**config.mk**
```make
export PLATFORM = sky130hd
export DESIGN_NAME = csr_access_ctrl
export DESIGN_NICKNAME = d
export VERILOG_FILES = /design/src/rtl/csr_access_ctrl.sv
export SDC_FILE = /design/constraint.sdc
export NUM_CORES = 1
export LEC_CHECK = 0
export ABC_AREA = 0
export CAP_MARGIN = 40
export CORE_AREA = 2 2 156 158
export DETAILED_ROUTE_END_ITERATION = 7
export DIE_AREA = 0 0 158 160
export GPL_TIMING_DRIVEN = 0
export SKIP_CTS_REPAIR_TIMING = 1
export SLEW_MARGIN = 20
export SYNTH_ARGS = -nofsm -noshare
export SYNTH_HDL_FRONTEND = slang
export SYNTH_SLANG_ARGS = --single-unit
```
**constraint.sdc**
```tcl
create_clock -name clk -period 6 [get_ports clk]
set_input_delay 1.5 -clock clk [delete_from_list [all_inputs] [get_ports clk]]
set_output_delay 1.5 -clock clk [all_outputs]
set_load 0.02 [all_outputs]
```
**src/rtl/csr_access_ctrl.sv**
```systemverilog
// csr_access_ctrl: sequences one CSR instruction at a time into the CSR data
// block (read, read-modify-write or write) and returns the old value.
//
// Ports:
//   clk, reset          clock, synchronous active-high reset
//   req_*               decoded CSR instruction from SFU issue (valid/ready)
//   read_*              read strobe + qualifiers; read_data_ro/rw come back
//                       combinationally in the same cycle
//   write_*             write strobe + qualifiers + data
//   rsp_*               old CSR value to writeback (valid/ready)
module csr_access_ctrl #(
  parameter int XLEN          = 32,
  parameter int NW_WIDTH      = 2,
  parameter int UUID_WIDTH    = 44,
  parameter int CSR_ADDR_BITS = 12
) (
  input  logic                     clk,
  input  logic                     reset,

  input  logic                     req_valid,
  output logic                     req_ready,
  input  logic [UUID_WIDTH-1:0]    req_uuid,
  input  logic [NW_WIDTH-1:0]      req_wid,
  input  logic [CSR_ADDR_BITS-1:0] req_addr,
  input  logic [1:0]               req_op,
  input  logic                     req_use_imm,
  input  logic [4:0]               req_imm,
  input  logic [XLEN-1:0]          req_rs1_data,
  input  logic                     req_rd_zero,
  input  logic                     req_src_zero,

  output logic                     read_enable,
  output logic [UUID_WIDTH-1:0]    read_uuid,
  output logic [NW_WIDTH-1:0]      read_wid,
  output logic [CSR_ADDR_BITS-1:0] read_addr,
  input  logic [XLEN-1:0]          read_data_ro,
  input  logic [XLEN-1:0]          read_data_rw,

  output logic                     write_enable,
  output logic [UUID_WIDTH-1:0]    write_uuid,
  output logic [NW_WIDTH-1:0]      write_wid,
  output logic [CSR_ADDR_BITS-1:0] write_addr,
  output logic [XLEN-1:0]          write_data,

  output logic                     rsp_valid,
  input  logic                     rsp_ready,
  output logic [UUID_WIDTH-1:0]    rsp_uuid,
  output logic [NW_WIDTH-1:0]      rsp_wid,
  output logic [XLEN-1:0]          rsp_data
);

  localparam logic [1:0] OP_RD = 2'b00;
  localparam logic [1:0] OP_RW = 2'b01;
  localparam logic [1:0] OP_RS = 2'b10;
  localparam logic [1:0] OP_RC = 2'b11;

  typedef enum logic [1:0] {
    IDLE   = 2'd0,
    ACCESS = 2'd1,
    RSP    = 2'd2
  } state_t;

  state_t state;
  state_t state_n;

  logic [UUID_WIDTH-1:0]    uuid_q;
  logic [NW_WIDTH-1:0]      wid_q;
  logic [CSR_ADDR_BITS-1:0] addr_q;
  logic [1:0]               op_q;
  logic                     rd_zero_q;
  logic                     src_zero_q;
  logic [XLEN-1:0]          src_q;
  logic [XLEN-1:0]          data_q;

  logic                     accept;
  logic                     do_read;
  logic                     do_write;
  logic [XLEN-1:0]          old_val;
  logic [XLEN-1:0]          wdata;

  assign accept = (state == IDLE) & req_valid;

  // state register
  always_ff @(posedge clk) begin
    if (reset) begin
      state <= IDLE;
    end else begin
      state <= state_n;
    end
  end

  // next-state logic
  always_comb begin
    state_n = state;
    unique case (state)
      IDLE:    if (req_valid) state_n = ACCESS;
      ACCESS:  state_n = RSP;
      RSP:     if (rsp_ready) state_n = IDLE;
      default: state_n = IDLE;
    endcase
  end

  // instruction context, held stable for ACCESS and RSP
  always_ff @(posedge clk) begin
    if (accept) begin
      uuid_q     <= req_uuid;
      wid_q      <= req_wid;
      addr_q     <= req_addr;
      op_q       <= req_op;
      rd_zero_q  <= req_rd_zero;
      src_zero_q <= req_src_zero;
      src_q      <= req_use_imm ? XLEN'(req_imm) : req_rs1_data;
    end
  end

  // old value captured at the end of ACCESS
  always_ff @(posedge clk) begin
    if (reset) begin
      data_q <= '0;
    end else if (state == ACCESS) begin
      data_q <= old_val;
    end
  end

  // a plain CSRRW into x0 skips the read to avoid read side effects
  assign do_read  = ~((op_q == OP_RW) & rd_zero_q);
  assign do_write = (op_q == OP_RW)
                  | (((op_q == OP_RS) | (op_q == OP_RC)) & ~src_zero_q);

  assign old_val = do_read ? (read_data_ro | read_data_rw) : '0;

  always_comb begin
    wdata = old_val;
    unique case (op_q)
      OP_RW:   wdata = src_q;
      OP_RS:   wdata = old_val | src_q;
      OP_RC:   wdata = old_val & ~src_q;
      OP_RD:   wdata = old_val;
      default: wdata = old_val;
    endcase
  end

  // outputs; strobes are gated by reset so an aborted access never
  // commits at the reset edge
  always_comb begin
    req_ready    = (state == IDLE);
    read_enable  = (state == ACCESS) & do_read & ~reset;
    write_enable = (state == ACCESS) & do_write & ~reset;
    rsp_valid    = (state == RSP);
  end

  assign read_uuid  = uuid_q;
  assign read_wid   = wid_q;
  assign read_addr  = addr_q;
  assign write_uuid = uuid_q;
  assign write_wid  = wid_q;
  assign write_addr = addr_q;
  assign write_data = wdata;
  assign rsp_uuid   = uuid_q;
  assign rsp_wid    = wid_q;
  assign rsp_data   = data_q;

endmodule

```
======== Word-level counts from Yosys, hierarchy flattened ========
Index checks and enable logic that the tools add are counted.
cells by class
  equal/unequal tests ..................... 7
  mux-type cells .......................... 6
  bitwise logic cells ..................... 16
  reductions and logical operators ........ 3
operator list
  kind                  number
  $pmux W32 S4          1
  $or A32 B32 Y32       2
  $and A32 B32 Y32      1
  $mux W32              1
  $not A32 Y32          1
  $and A1 B1 Y1         7
  $eq A2 B2 Y1 const B  3
  $pmux W2 S3           1
  $mux W5               1
  $eq A2 B1 Y1 const B  2
  $logic_not A2 Y1      2
  $mux W2               2
  $not A1 Y1            3
  $ne A2 B1 Y1 const B  1
  $ne A2 B2 Y1 const B  1
  $or A1 B1 Y1          2
  $reduce_and A2 Y1     1
storage, ports and cells
  bits in registers ....................... 128
  output and inout bits ................... 230
  word-level logic and storage cells ...... 42

======== Longest topological paths before layout ========
Gate-level depths: netlist (run 1).
  depth in word-level cells ............... 6
  mapped depth ............................ 5

======== Worst setup path after synthesis (run 1) ========
Ideal clock, no wire load.
  path kind ............................... input port to flip-flop
  start point ............................. input port req_valid
  end point ............................... register op_q[0], enable pin
  library setup time ...................... 0.463 ns
  arrival ................................. 3.685 ns
  required time ........................... 5.537 ns
  path slack .............................. 1.851 ns
  stages .................................. 1
  cell sequence ........................... and2_1
on the way
  longest elaborated chain between the ends .. 1
ends and longest elaborated chain
  element                 line  source
  start: declaration      20    input logic req_valid,
  $and A1 B1 Y1           81    assign accept = (state == IDLE) & req_valid;
  end signal: assignment  109   op_q <= req_op;
  end: declaration        69    logic [1:0] op_q;
Every way passes these cells.
A chain may end at the register's enable or synchronous reset.

======== Worst setup path in the final report (run 1) ========
  start point ............................. input port read_data_rw[26]
  end point ............................... output port write_data[26]
on the way
  longest elaborated chain between the ends .. 4
  elaborated cells on any way between the ends .. 5
  classes of those cells .................. mux (2); bitwise (3)
ends and longest elaborated chain
  element                                              line      source
  start: declaration                                   37        input logic [XLEN-1:0] read_data_rw,
  $or A32 B32 Y32 (*)                                  130       assign old_val = do_read ? (read_data_ro | read_data_rw) : '0;
  $mux W32 (*)                                         130
  $and A32 B32 Y32 or $or A32 B32 Y32 (tied branches)  137, 136
  $pmux W32 S4 (*)                                     134       unique case (op_q)
  end: declaration                                     43        output logic [XLEN-1:0] write_data,
Every way passes the cells marked *; elsewhere a longest branch is shown, timed or not.

==> impl_metrics.ini, run 1 <==
[run_status]
status = completed

[layout]
nets = 1150
fill_cells = 2265
final_cell_count_no_fill = 1320
area_growth_pct = 81.6
drive_gt1_frac = 0.165

[sta]
fin_setup_tns_ps = 0
drv_slew = 0
rsz0062_at_grt = no
holdWs_ps = 453
tightest_slew_ps = 729
max_freq_mhz = 218
setup_viol_count_final = 0
hold_violations = 0
period_needed_ps = 4580
slew_headroom = 0.514
fin_skew_ps = 9.58
min_period_over_period = 0.763

[worst_setup_path]
critical_path.startpoint = read_data_rw[26]
crit_arrival_ps = 3080
ff2ff_path_depth = 3
cp_common_cell = clkdlybuf4s50_1
critPathRequiredTime_ps = 4500
critPathMaxFanout = 2
slowest_delay_ps = 610
startpoint_type = primary input
slowest_stage = clkdlybuf4s50_1
rrSetupSlack_ps = 3970
timing.rr.end = src_q[6]
cp_cell_sequence = clkdlybuf4s50_1 > o311ai_0 > o211ai_1 > clkdlybuf4s50_1
reg2reg_from = state[1]
cp-endpoint = write_data[26]
endpoint_kind = primary output
path_class = primary input to primary output

[clocking]
cts_root_buf = clkbuf_16
clk_latency_ps = 420
htree_num_levels = 4
clkSinkCount = 128
clock_path_buffers = 2
clkTransAtPathRegs_ps = 60
cts_buffers = 17
cts_tree = done

[logic_synthesis]
yosys.area_share.xor_xnor = 0
synth_fp_nets = 734
synth_mux_area_frac = 0.00914
netlist_instances = 566
synth_edf_count = 94
synth_top_area_frac = 0.458
yosys.area.top_type = edfxtp_1
synth-compound-area-share = 0.113
ys_seq_elements = 128
synth_flop_cell = edfxtp_1
synth_top_family_by_area = simple AND/OR/NAND/NOR gates
yosys-top-cells-count = buf_4 (109), nand2_1 (97), edfxtp_1 (94)
synth_warnings = 0
yosysMostFrequentCell = buf_4
synth_area_um2 = 6160
async_flop_share = 0
avgSynthCellArea_um2 = 10.9
synth-adder-area-share = 0
synth_cell_types = 19
synth_area_leaders = edfxtp_1 (46%), buf_4 (13%), dfxtp_1 (11%)
seq_area_frac_synth = 0.569
yosys.area_share.simple = 0.156

[floorplanning]
die_h_um = 160
ios = 398
die_w_um = 158
core_um2 = 23800
die_area_um2 = 25300
start_util = 0.259
rows = 57

[drt]
drc = 0
viasPerCell = 4.26
ant_nets = 0
drt_iter0_drc = 214
vias = 5623
wire_per_inst_um = 17.4
drt_pre_antenna_iters = 4
drt-total-wl_mm = 22.9

[grt]
antenna_found_initial = 1
track_usage = 0.176
grt_max_degree = 49
grt_pass1_vias = 5427
grt.overflow.total = 0
grt_first_pass_wirelength_mm = 32.8

[placement]
gp_congestion = 0.796
dp_hpwl_mm = 17.8
dpl.cell_count = 1287
port_buffers = 396

[pwr]
vdd_drop_max_uv = 149
p_leak_uw = 0.00409
p_per_area_nw_per_um2 = 257

[job]
cap_violations = 0

[worst_hold_path]
hold_path.class = flop to flop
==> flip-flops by register name (all words and copies together) (netlist names) <==
signal	cells
op_q	2
state	2
read_uuid	44
rd_zero_q	1
src_q	32
rsp_data	32
src_zero_q	1
read_addr	12
read_wid	2
==> power breakdown <==
group	internal, uW	switching [uW]
sequential	1020	39.3
clock	669	446
combinational	375	323
total	2070	809
==> worst min path at each step <==
stage	startpoint	to	slack, ps	cells past startpoint
6_report	rsp_data[1]	rsp_data[1]	450	2
5_1_grt	rsp_data[28]	rsp_data[28]	470	2
4_1_cts	rsp_data[28]	rsp_data[28]	460	2
3_5_place_dp	rsp_data[1]	rsp_data[1]	450	2
3_3_place_gp	rsp_data[13]	rsp_data[13]	440	2
2_1_floorplan	rsp_data[0]	rsp_data[0]	530	2
==> worst max-delay path: cells and delay by family <==
family | cells | cell delay, ps
AO/OA/AOI/OAI | 2 | 550
buffers and inverters | 2 | 1030
==> metrics by stage <==
step	area [um2]	setup WS [ps]	util	total power [uW]
2_1_floorplan	6160	1850	-	1400
3_3_place_gp	10500	40.0	0.442	1780
3_5_place_dp	10600	1410	0.443	1780
5_1_grt	11200	1300	0.470	2990
4_1_cts	11200	1410	0.469	2910
6_report	11200	1420	0.470	2870
==> cell usage in the layout (no fill, tap or decap) <==
cell             netlist  routed
clkdlybuf4s50_1        0     396
buf_4                109     109
nand2_1               97      97
edfxtp_1              94      94
nor2_1                35      35
dfxtp_1               34      34
a21oi_1               33      33
o311ai_0              32      32
o211ai_1              32      32
nand3b_1              32      32
nor2b_1               31      31
clkbuf_16              0      17
buf_2                 14      14
buf_1                  6       6
clkbuf_1               6       6
mux2_2                 5       5
inv_6                  0       4
bufinv_16              0       3
inv_8                  0       3
clkinv_4               0       3
nand2b_1               2       2
diode_2                0       1
nand3b_2               1       1
a2111oi_1              1       1
and2_4                 0       1
buf_6                  1       1
clkinv_2               0       1
clkinvlp_4             0       1
buf_16                 0       1
==> layout make-up <==
class / instances / area, um2 / share of cell area
Timing Repair Buffer: 397 / 3990 / 0.357
Buffer: 136 / 945 / 0.0845
Clock buffer: 17 / 425 / 0.0380
Multi-Input combinational cell: 302 / 1710 / 0.153
Clock inverter: 15 / 198 / 0.0177
Sequential cell: 128 / 3500 / 0.313
Tap cell: 324 / 405 / 0.0362
Antenna cell: 1 / 2.50 / 0.000224
==> layer usage <==
metal  up-vias  wire length (um)  global-route usage
met3        19              1920              0.0605
met2       249             11700               0.312
li1       2752                 -                   -
met5         -                 0                   0
met4         0               384              0.0483
met1      2603              8930               0.201
==> cells by family (layout without fill, tap and decap cells) <==
kind of cell | after synthesis | in the layout
compound gates | 98 | 98
buf+inv | 136 | 565
flops | 128 | 128
mux | 5 | 5
other cells | 0 | 1
simple gates | 199 | 199
Power figures use the tool's default switching activity.
==> run 2: changes to the inputs <==
Settings changed: CORE_AREA 2 2 156 158 to 2 2 153 155, DIE_AREA 0 0 158 160 to 0 0 155 157.
Clock period 6 ns to 4.57 ns, I/O delays scaled along.
==> run 2 against run 1 <==
  * Wire length decreased by 0.43%
  * Combinational power increased by 32%
  * Largest cell class unchanged
  * Non-clock buffer count increased by 1
  * Critical endpoint is now write_data[0]
  * Largest power group unchanged
  * Highest routed layer unchanged
==> impl_metrics.ini, run 2 (synthesized netlist as in run 1, its figures left out) <==
[run_status]
status = completed

[clocking]
clock_path_buffers = 2
cts_buffers = 17
cts_tree = done
htree_num_levels = 4
clkSinkCount = 128
clkTransAtPathRegs_ps = 60
cts_root_buf = clkbuf_16
clk_latency_ps = 420

[worst_setup_path]
ff2ff_path_depth = 3
rrSetupSlack_ps = 2990
endpoint_kind = primary output
startpoint_type = primary input
reg2reg_from = state[1]
critPathMaxFanout = 2
crit_arrival_ps = 2780
path_class = primary input to primary output
timing.rr.end = read_addr[7]
critPathRequiredTime_ps = 3430

[grt]
grt.overflow.total = 0
grt_max_degree = 45
track_usage = 0.184
grt_pass1_vias = 5768
antenna_found_initial = 1
grt_first_pass_wirelength_mm = 33.4

[pwr]
p_int_uw = 2740
p_leak_uw = 0.00409
finalPower_uw = 3740
vdd_drop_max_uv = 223
netSwitchingFraction = 0.266
p_sw_uw = 995
seqPwrFrac = 0.373
power_frac_comb = 0.246
p_per_area_nw_per_um2 = 336
clkPwrFrac = 0.382

[floorplanning]
start_util = 0.274
die_area_um2 = 24300
rows = 55
ios = 398
die_w_um = 155
core_um2 = 22500
die_h_um = 157

[layout]
design_area_um2 = 11100
largest_register_ffs = 44
mostFrequentLayoutCells = clkdlybuf4s50_1 (396), buf_4 (109), nand2_1 (97), edfxtp_1 (94), nor2_1 (35)
final_common_cell = clkdlybuf4s50_1
final_cell_count_no_fill = 1282
drive_gt1_frac = 0.161
nets = 1151
area_growth_pct = 80.8

[drt]
m1WireLength_mm = 8.99
wire_per_inst_um = 17.8
met2_wirelength_mm = 11.6
drt_iter0_drc = 221
drc = 0
viasPerCell = 4.46
drt-total-wl_mm = 22.8
wl_met3_mm = 1.76
ant_nets = 0
maxUsedRoutingLayer = met4
drt_pre_antenna_iters = 4
vias = 5713

[sta]
setup_viol_count_final = 0
slew_headroom = 0.567
tightest_slew_ps = 650
fin_ws_ps = 649
holdWs_ps = 454
rsz0062_at_grt = no
max_freq_mhz = 255
fin_skew_ps = 7.20
hold_violations = 0
drv_slew = 0
min_period_over_period = 0.858
period_needed_ps = 3920

[placement]
gp_congestion = 0.771
dp_hpwl_mm = 17.9
placed_area_um2 = 10500
place_ws_ps = 639
port_buffers = 396
dpl.cell_count = 1249

[worst_hold_path]
min_path_cells = 2
hold_end = rsp_data[14]
hold_start = rsp_data[14]
hold_path.class = flop to flop

[job]
cap_violations = 0
[run 2: changes by cell type in the layout (fill, tap and decap cells not counted), sizes merged]
| cell | delta |
|---|---|
| clkinvlp | +1 |
| bufinv | +1 |
| clkinv | +2 |
| buf | +1 |
| inv | -7 |
| clkbuf | +3 |
[run 2: area by class of cell]
class                           instances  area (um2)
Antenna cell                            1        2.50
Clock inverter                         12         166
Clock buffer                           20         437
Timing Repair Buffer                  398        4010
Multi-Input combinational cell        302        1710
Buffer                                136         945
Sequential cell                       128        3500
Tap cell                              285         357
Fill cell                            2051       11400
[run 2: critical path, cell delays in order]
cell	delay, ps
clkdlybuf4s50_1	470
o311ai_0	340
o211ai_1	210
clkdlybuf4s50_1	610
[run 2: layer usage]
layer  track usage  vias up
li1              -     2758
met1         0.207     2679
met2         0.329      249
met3        0.0603       27
met4        0.0631        0
met5             0        -
[run 2: power by group through the flow]
stage	Clock, uW	Sequential (uW)	Combinational, uW
detailed placement	0	1420	928
global route	1520	1410	975
global placement	0	1420	914
floorplan	0	1480	357
CTS	1460	1390	931
finish	1430	1390	919
[run 2: worst max path at each step]
stage | from | endpoint | slack, ps
global route | read_data_rw[31] | write_data[31] | 570
global placement | req_valid | src_q[2] | -1040
detailed placement | read_data_ro[0] | write_data[0] | 640
floorplan | req_valid | op_q[0] | 780
CTS | read_data_ro[0] | write_data[0] | 630
finish | read_data_ro[0] | write_data[0] | 650
[run 2: through the flow]
step,setup TNS [ps],util
detailed placement,0,0.468
global route,0,0.495
finish,0,0.495
CTS,0,0.495
global placement,-97270,0.466
floorplan,0,-
